--- src/rtl/forth_dmem.sv ---
// forth_dmem: data-side memory and I/O page for the forth core.
// Holds a word-addressed RAM plus a memory-mapped I/O page. The page has a
// TX FIFO, an RX FIFO, a status register and a free-running cycle counter.
//
// Stream handshakes (tx_*, rx_*): a word moves on a rising edge exactly when
// valid and ready are both high at that edge. The producer holds its data
// stable while valid is high and ready is low. rx_ready and tx_valid come only
// from registered state and reset, never from the partner's valid/ready.
module forth_dmem #(
   parameter int RAM_WORDS  = 224,
   parameter int FIFO_DEPTH = 4
) (
   input  logic        clk,
   input  logic        reset,
   input  logic [7:0]  daddr,
   input  logic [15:0] ddata_write,
   input  logic        dwrite,
   output logic [15:0] ddata_read,
   output logic [15:0] tx_data,
   output logic        tx_valid,
   input  logic        tx_ready,
   input  logic [15:0] rx_data,
   input  logic        rx_valid,
   output logic        rx_ready
);

   localparam int AW = (RAM_WORDS > 1) ? $clog2(RAM_WORDS) : 1;
   localparam int PW = $clog2(FIFO_DEPTH);
   localparam logic [8:0] RAM_END = 9'(RAM_WORDS);

   localparam logic [7:0] A_TXDATA = 8'hF0;
   localparam logic [7:0] A_RXDATA = 8'hF1;
   localparam logic [7:0] A_STATUS = 8'hF2;
   localparam logic [7:0] A_CYCLE  = 8'hF3;

   logic [15:0] ram [RAM_WORDS];
   logic [15:0] tx_mem [FIFO_DEPTH];
   logic [15:0] rx_mem [FIFO_DEPTH];

   // Pointers carry one extra wrap bit so full and empty are distinguishable.
   logic [PW:0] tx_wp, tx_rp, rx_wp, rx_rp;
   logic        tx_ovf, rx_unf;
   logic [15:0] cycle;

   logic in_ram;
   logic tx_full, tx_empty, rx_full, rx_empty;
   logic tx_push_req, tx_push, tx_pop, tx_ovf_set;
   logic rx_pop_req, rx_pop, rx_push, rx_unf_set;
   logic wr_status, wr_cycle;

   assign in_ram = ({1'b0, daddr} < RAM_END);

   assign tx_empty = (tx_wp == tx_rp);
   assign tx_full  = (tx_wp[PW] != tx_rp[PW]) && (tx_wp[PW-1:0] == tx_rp[PW-1:0]);
   assign rx_empty = (rx_wp == rx_rp);
   assign rx_full  = (rx_wp[PW] != rx_rp[PW]) && (rx_wp[PW-1:0] == rx_rp[PW-1:0]);

   assign tx_valid = !tx_empty && !reset;
   assign rx_ready = !rx_full && !reset;
   assign tx_data  = tx_mem[tx_rp[PW-1:0]];

   // All full/empty decisions use start-of-cycle state, so a pop in the same
   // cycle never makes room for a push to a full FIFO.
   assign tx_push_req = dwrite && (daddr == A_TXDATA);
   assign tx_push     = tx_push_req && !tx_full;
   assign tx_ovf_set  = tx_push_req && tx_full;
   assign tx_pop      = tx_valid && tx_ready;

   assign rx_pop_req  = dwrite && (daddr == A_RXDATA);
   assign rx_pop      = rx_pop_req && !rx_empty;
   assign rx_unf_set  = rx_pop_req && rx_empty;
   assign rx_push     = rx_valid && rx_ready;

   assign wr_status   = dwrite && (daddr == A_STATUS);
   assign wr_cycle    = dwrite && (daddr == A_CYCLE);

   // Storage arrays: RAM and FIFO slots are not reset; only pointers are.
   always_ff @(posedge clk) begin
      if (dwrite && in_ram)
         ram[daddr[AW-1:0]] <= ddata_write;
      if (tx_push)
         tx_mem[tx_wp[PW-1:0]] <= ddata_write;
      if (rx_push)
         rx_mem[rx_wp[PW-1:0]] <= rx_data;
   end

   // Pointers, sticky flags and cycle counter.
   always_ff @(posedge clk) begin
      if (reset) begin
         tx_wp  <= '0;
         tx_rp  <= '0;
         rx_wp  <= '0;
         rx_rp  <= '0;
         tx_ovf <= 1'b0;
         rx_unf <= 1'b0;
         cycle  <= '0;
      end else begin
         if (tx_push) tx_wp <= tx_wp + 1'b1;
         if (tx_pop)  tx_rp <= tx_rp + 1'b1;
         if (rx_push) rx_wp <= rx_wp + 1'b1;
         if (rx_pop)  rx_rp <= rx_rp + 1'b1;

         // A set event wins over a clear written in the same cycle.
         if (tx_ovf_set)
            tx_ovf <= 1'b1;
         else if (wr_status && ddata_write[4])
            tx_ovf <= 1'b0;

         if (rx_unf_set)
            rx_unf <= 1'b1;
         else if (wr_status && ddata_write[5])
            rx_unf <= 1'b0;

         // A load takes priority over the increment.
         if (wr_cycle)
            cycle <= ddata_write;
         else
            cycle <= cycle + 16'd1;
      end
   end

   // Combinational read mux; reads never change state.
   always_comb begin
      ddata_read = '0;
      if (in_ram) begin
         ddata_read = ram[daddr[AW-1:0]];
      end else begin
         case (daddr)
            A_RXDATA: ddata_read = rx_empty ? 16'd0 : rx_mem[rx_rp[PW-1:0]];
            A_STATUS: ddata_read = {10'd0, rx_unf, tx_ovf, rx_empty, rx_full,
                                    tx_empty, tx_full};
            A_CYCLE:  ddata_read = cycle;
            default:  ddata_read = '0;
         endcase
      end
   end

endmodule

--- config.mk ---
export PLATFORM = sky130hd
export DESIGN_NAME = forth_dmem
export DESIGN_NICKNAME = d
export VERILOG_FILES = /design/src/rtl/forth_dmem.sv
export SDC_FILE = /design/constraint.sdc
export NUM_CORES = 2
export LEC_CHECK = 0
export CAP_MARGIN = 10
export CORE_ASPECT_RATIO = 1.75
export CORE_UTILIZATION = 63
export DETAILED_ROUTE_END_ITERATION = 10
export PLACE_DENSITY_LB_ADDON = 0.2
export SKIP_CTS_REPAIR_TIMING = 1
export SLEW_MARGIN = 20
export SYNTH_ARGS = -nofsm -noshare
export SYNTH_HDL_FRONTEND = slang
export SYNTH_SLANG_ARGS = --single-unit
--- constraint.sdc ---
create_clock -name clk -period 4.2 [get_ports clk]
set_input_delay 0.84 -clock clk [delete_from_list [all_inputs] [get_ports clk]]
set_output_delay 0.84 -clock clk [all_outputs]
set_load 0.005 [all_outputs]
==> results.sh <==
export IMPL_synthArstFlopShare_pct=0
export IMPL_rsz0062_at_grt="true"
export IMPL_cts_buffers=317
export IMPL_powerDensity_mw_per_mm2=442
export IMPL_grt_usage_pct=36.2
export IMPL_critPathRequiredTime_ns=3.36
export IMPL_grt_pass1_wl_microns=579000
export IMPL_place_ws_ns=-1.58
export IMPL_syn_area_sq_mm=0.144
export IMPL_synth_top_area_share_pct=77.2
export IMPL_yosysMostFrequentCell="edfxtp_1"
export IMPL_worst_slew_margin_rel_pct=23.3
export IMPL_finClkSkew_ns=0.0153
export IMPL_crit_type="in2out"
export IMPL_critical_path_max_fanout=7
export IMPL_whs_ns=0.410
export IMPL_outcome="finished, violations left"
export IMPL_worstSetupEndpointType="output port"
export IMPL_hold_depth=1
export IMPL_coreArea_sq_mm=0.228
export IMPL_min_to="ram[46][2]"
export IMPL_max_freq_mhz=214
export IMPL_synth_area_leaders="edfxtp_1, mux4_2, mux2i_1, nor2_1, a22oi_1"
export IMPL_clkTransAtPathRegs_ns=0.07
export IMPL_num_rows=232
export IMPL_grt_antenna_before_repair=15
export IMPL_yosysSeqAreaShare_pct=77.6
export IMPL_syn_num_nets=6838
export IMPL_reg2reg_depth=7
export IMPL_maxSlewViolCount=0
export IMPL_via_per_inst=6.97
export IMPL_die_area_sq_mm=0.231
export IMPL_r2r_start="tx_wp[0]"
export IMPL_drive_gt1_share_pct=33.6
export IMPL_hp_class="in2reg"
export IMPL_first_global_vias=78400
export IMPL_finish_instance_area_sq_mm=0.171
export IMPL_fill_cells=12100
export IMPL_synth_distinct_cells=71
export IMPL_clock_latency_ns=0.88
export IMPL_clock_path_buffers=4
export IMPL_syn_inst=6782
export IMPL_tritoncts="yes"
export IMPL_gr_total_overflow=0
export IMPL_pin_count=79
export IMPL_r2r_end="tx_mem[1][10]"
export IMPL_cp_data_arrival_time_ns=3.82
export IMPL_grt_start_max_net_pins=116
export IMPL_drtIter0Drc=11800
export IMPL_fin_nets=8170
export IMPL_cap_violations=0
export IMPL_violations="negative setup slack"
export IMPL_place_hpwl_microns=268000
export IMPL_ys_seq_elements=3746
export IMPL_place_gp_congestion=0.998
export IMPL_drc=0
export IMPL_tightest_slew_ns=1.15
export IMPL_vias=79600
export IMPL_clockRootBuffer="clkbuf_16"
export IMPL_holdCritStartpoint="ddata_write[2]"
export IMPL_routed_wl_microns=431000
export IMPL_die_y_microns=635
export IMPL_period_share_pct=111
export IMPL_reg2reg_slack_ns=1.86
export IMPL_port_buffers=78
export IMPL_postPlaceCellArea_sq_mm=0.157
export IMPL_post_synth_cell_area_avg_sq_um=21.3
export IMPL_setup_violations=16
export IMPL_detail_route_antenna_nets=0
export IMPL_yosys_area_top_type="edfxtp_1"
export IMPL_synthTopCellsByCount="edfxtp_1, mux4_2, mux2i_1"
export IMPL_htree_levels=5
export IMPL_p_leak_nw=56.8
export IMPL_finalHoldViolCount=0
export IMPL_place_inst=10600
export IMPL_die_x_microns=364
export IMPL_firstDrtPassIters=8
export IMPL_worst_setup_path_start_kind="input pin"
export IMPL_fin_crit_ns=4.66
export IMPL_final_util_pct=75.2
export IMPL_syn2layout_area_growth_pct=18.7
export IMPL_fin_ws_ns=-0.463
export IMPL_cts_num_sinks=3746
export IMPL_wl_per_cell_microns=37.7
export IMPL_ys_flop_type="edfxtp_1"
export IMPL_ir_drop_mv=0.322
export IMPL_fin_cells=11400
export IMPL_synth_edff_count=3712
export IMPL_initial_core_util_pct=63.3
export IMPL_synth_warnings=0
## metrics by stage
stage / total power [mW] / TNS (ns)
floorplan: 43.9 / 0
detailed placement: 46.4 / -19.78
finish: 75.8 / -5.19
global route: 77.2 / -5.14
global placement: 46.3 / -19.76
CTS: 75.2 / -19.33
## final cells by class
type,count,area [sq um],area share (%)
clock buffers,381,8460,4.93
well taps,3042,3810,2.22
multi-input cells,2628,31300,18.3
repair buffers,1414,14000,8.14
diodes,10,25.0,0.0146
flip-flops and latches,3746,112000,65.4
clock inverters,188,1750,1.02
inverters,7,31.3,0.0182
## critical path, cell delays in order
cell	delay, ns
buf_16	0.13
buf_4	0.15
buf_16	0.14
buf_12	0.14
buf_12	0.13
buf_16	0.13
buf_4	0.14
mux4_2	0.42
a22oi_1	0.47
a21oi_2	0.25
a21oi_1	0.30
and4b_2	0.31
o21ai_2	0.09
clkbuf_2	0.15
## report_power, final
part	internal, mW	switching [mW]
Sequential	41.1	0.0296
Clock	16.4	13.2
Combinational	2.05	3.05
Total	59.6	16.3
## metal layers
layer | global-route usage [%] | wire (microns) | part of all wire [%] | up-vias
li1 | - | - | - | 31100
met1 | 43.2 | 136000 | 32 | 41200
met2 | 59.0 | 213000 | 50 | 5931
met3 | 6.75 | 42700 | 9.9 | 1373
met4 | 27.0 | 38700 | 9.0 | 14
met5 | 0 | 149 | 0.035 | -
## layout by cell type (no fill, tap or decap), types with 13 or more instances in the layout
cell / count
clkinv_2: 53
mux2i_1: 451
nor2_1: 310
a21oi_1: 62
xnor2_1: 18
clkbuf_16: 354
and2_1: 16
buf_16: 28
buf_6: 49
a211oi_1: 41
clkbuf_1: 50
buf_12: 154
buf_8: 14
nor2b_1: 19
mux4_2: 740
a22oi_1: 124
a211oi_2: 15
o221ai_1: 27
buf_4: 1073
buf_2: 13
edfxtp_1: 3712
mux2_2: 26
clkdlybuf4s50_1: 38
bufinv_16: 32
dfxtp_1: 34
a22o_1: 17
clkinv_1: 78
a221oi_1: 42
o21ai_0: 68
clkbuf_8: 17
a22oi_2: 23
a21oi_2: 19
o22ai_1: 99
nand3_1: 56
a31oi_1: 13
nand2_1: 125
a221oi_2: 15
and3_1: 21
## sequential cells by signal, summed over array words and instances, names as in the netlist, 3 cells and up, named ones only
signal	flops
tx_mem	64
tx_wp	3
cycle	16
rx_mem	64
tx_rp	3
rx_rp	3
ram	3584
rx_wp	3
## logic make-up (layout without fill, tap and decap cells)
kind of cell / Yosys count / in the layout / share of synthesized area (%)
compound gates: 683 / 683 / 3.30
xor+xnor: 28 / 28 / 0.170
fa+ha+maj: 11 / 11 / 0.0953
buf+inv: 408 / 1990 / 1.70
flops: 3746 / 3746 / 77.6
mux: 1232 / 1232 / 15.0
other cells: 0 / 10 / 0
simple gates: 674 / 674 / 2.14
## how the worst max path moves through the flow
stage          startpoint  slack [ns]        endpoint  depth (start not counted)
2_1_floorplan    daddr[1]        0.44  ddata_read[12]                         11
3_3_place_gp     daddr[0]       -1.58   ddata_read[6]                         11
3_5_place_dp     daddr[0]       -1.58   ddata_read[6]                         11
4_1_cts          daddr[5]       -1.59   ddata_read[2]                         12
5_1_grt          daddr[1]       -0.42  ddata_read[11]                         15
6_report         daddr[0]       -0.46   ddata_read[1]                         14
(Power assumes the default switching activity.)
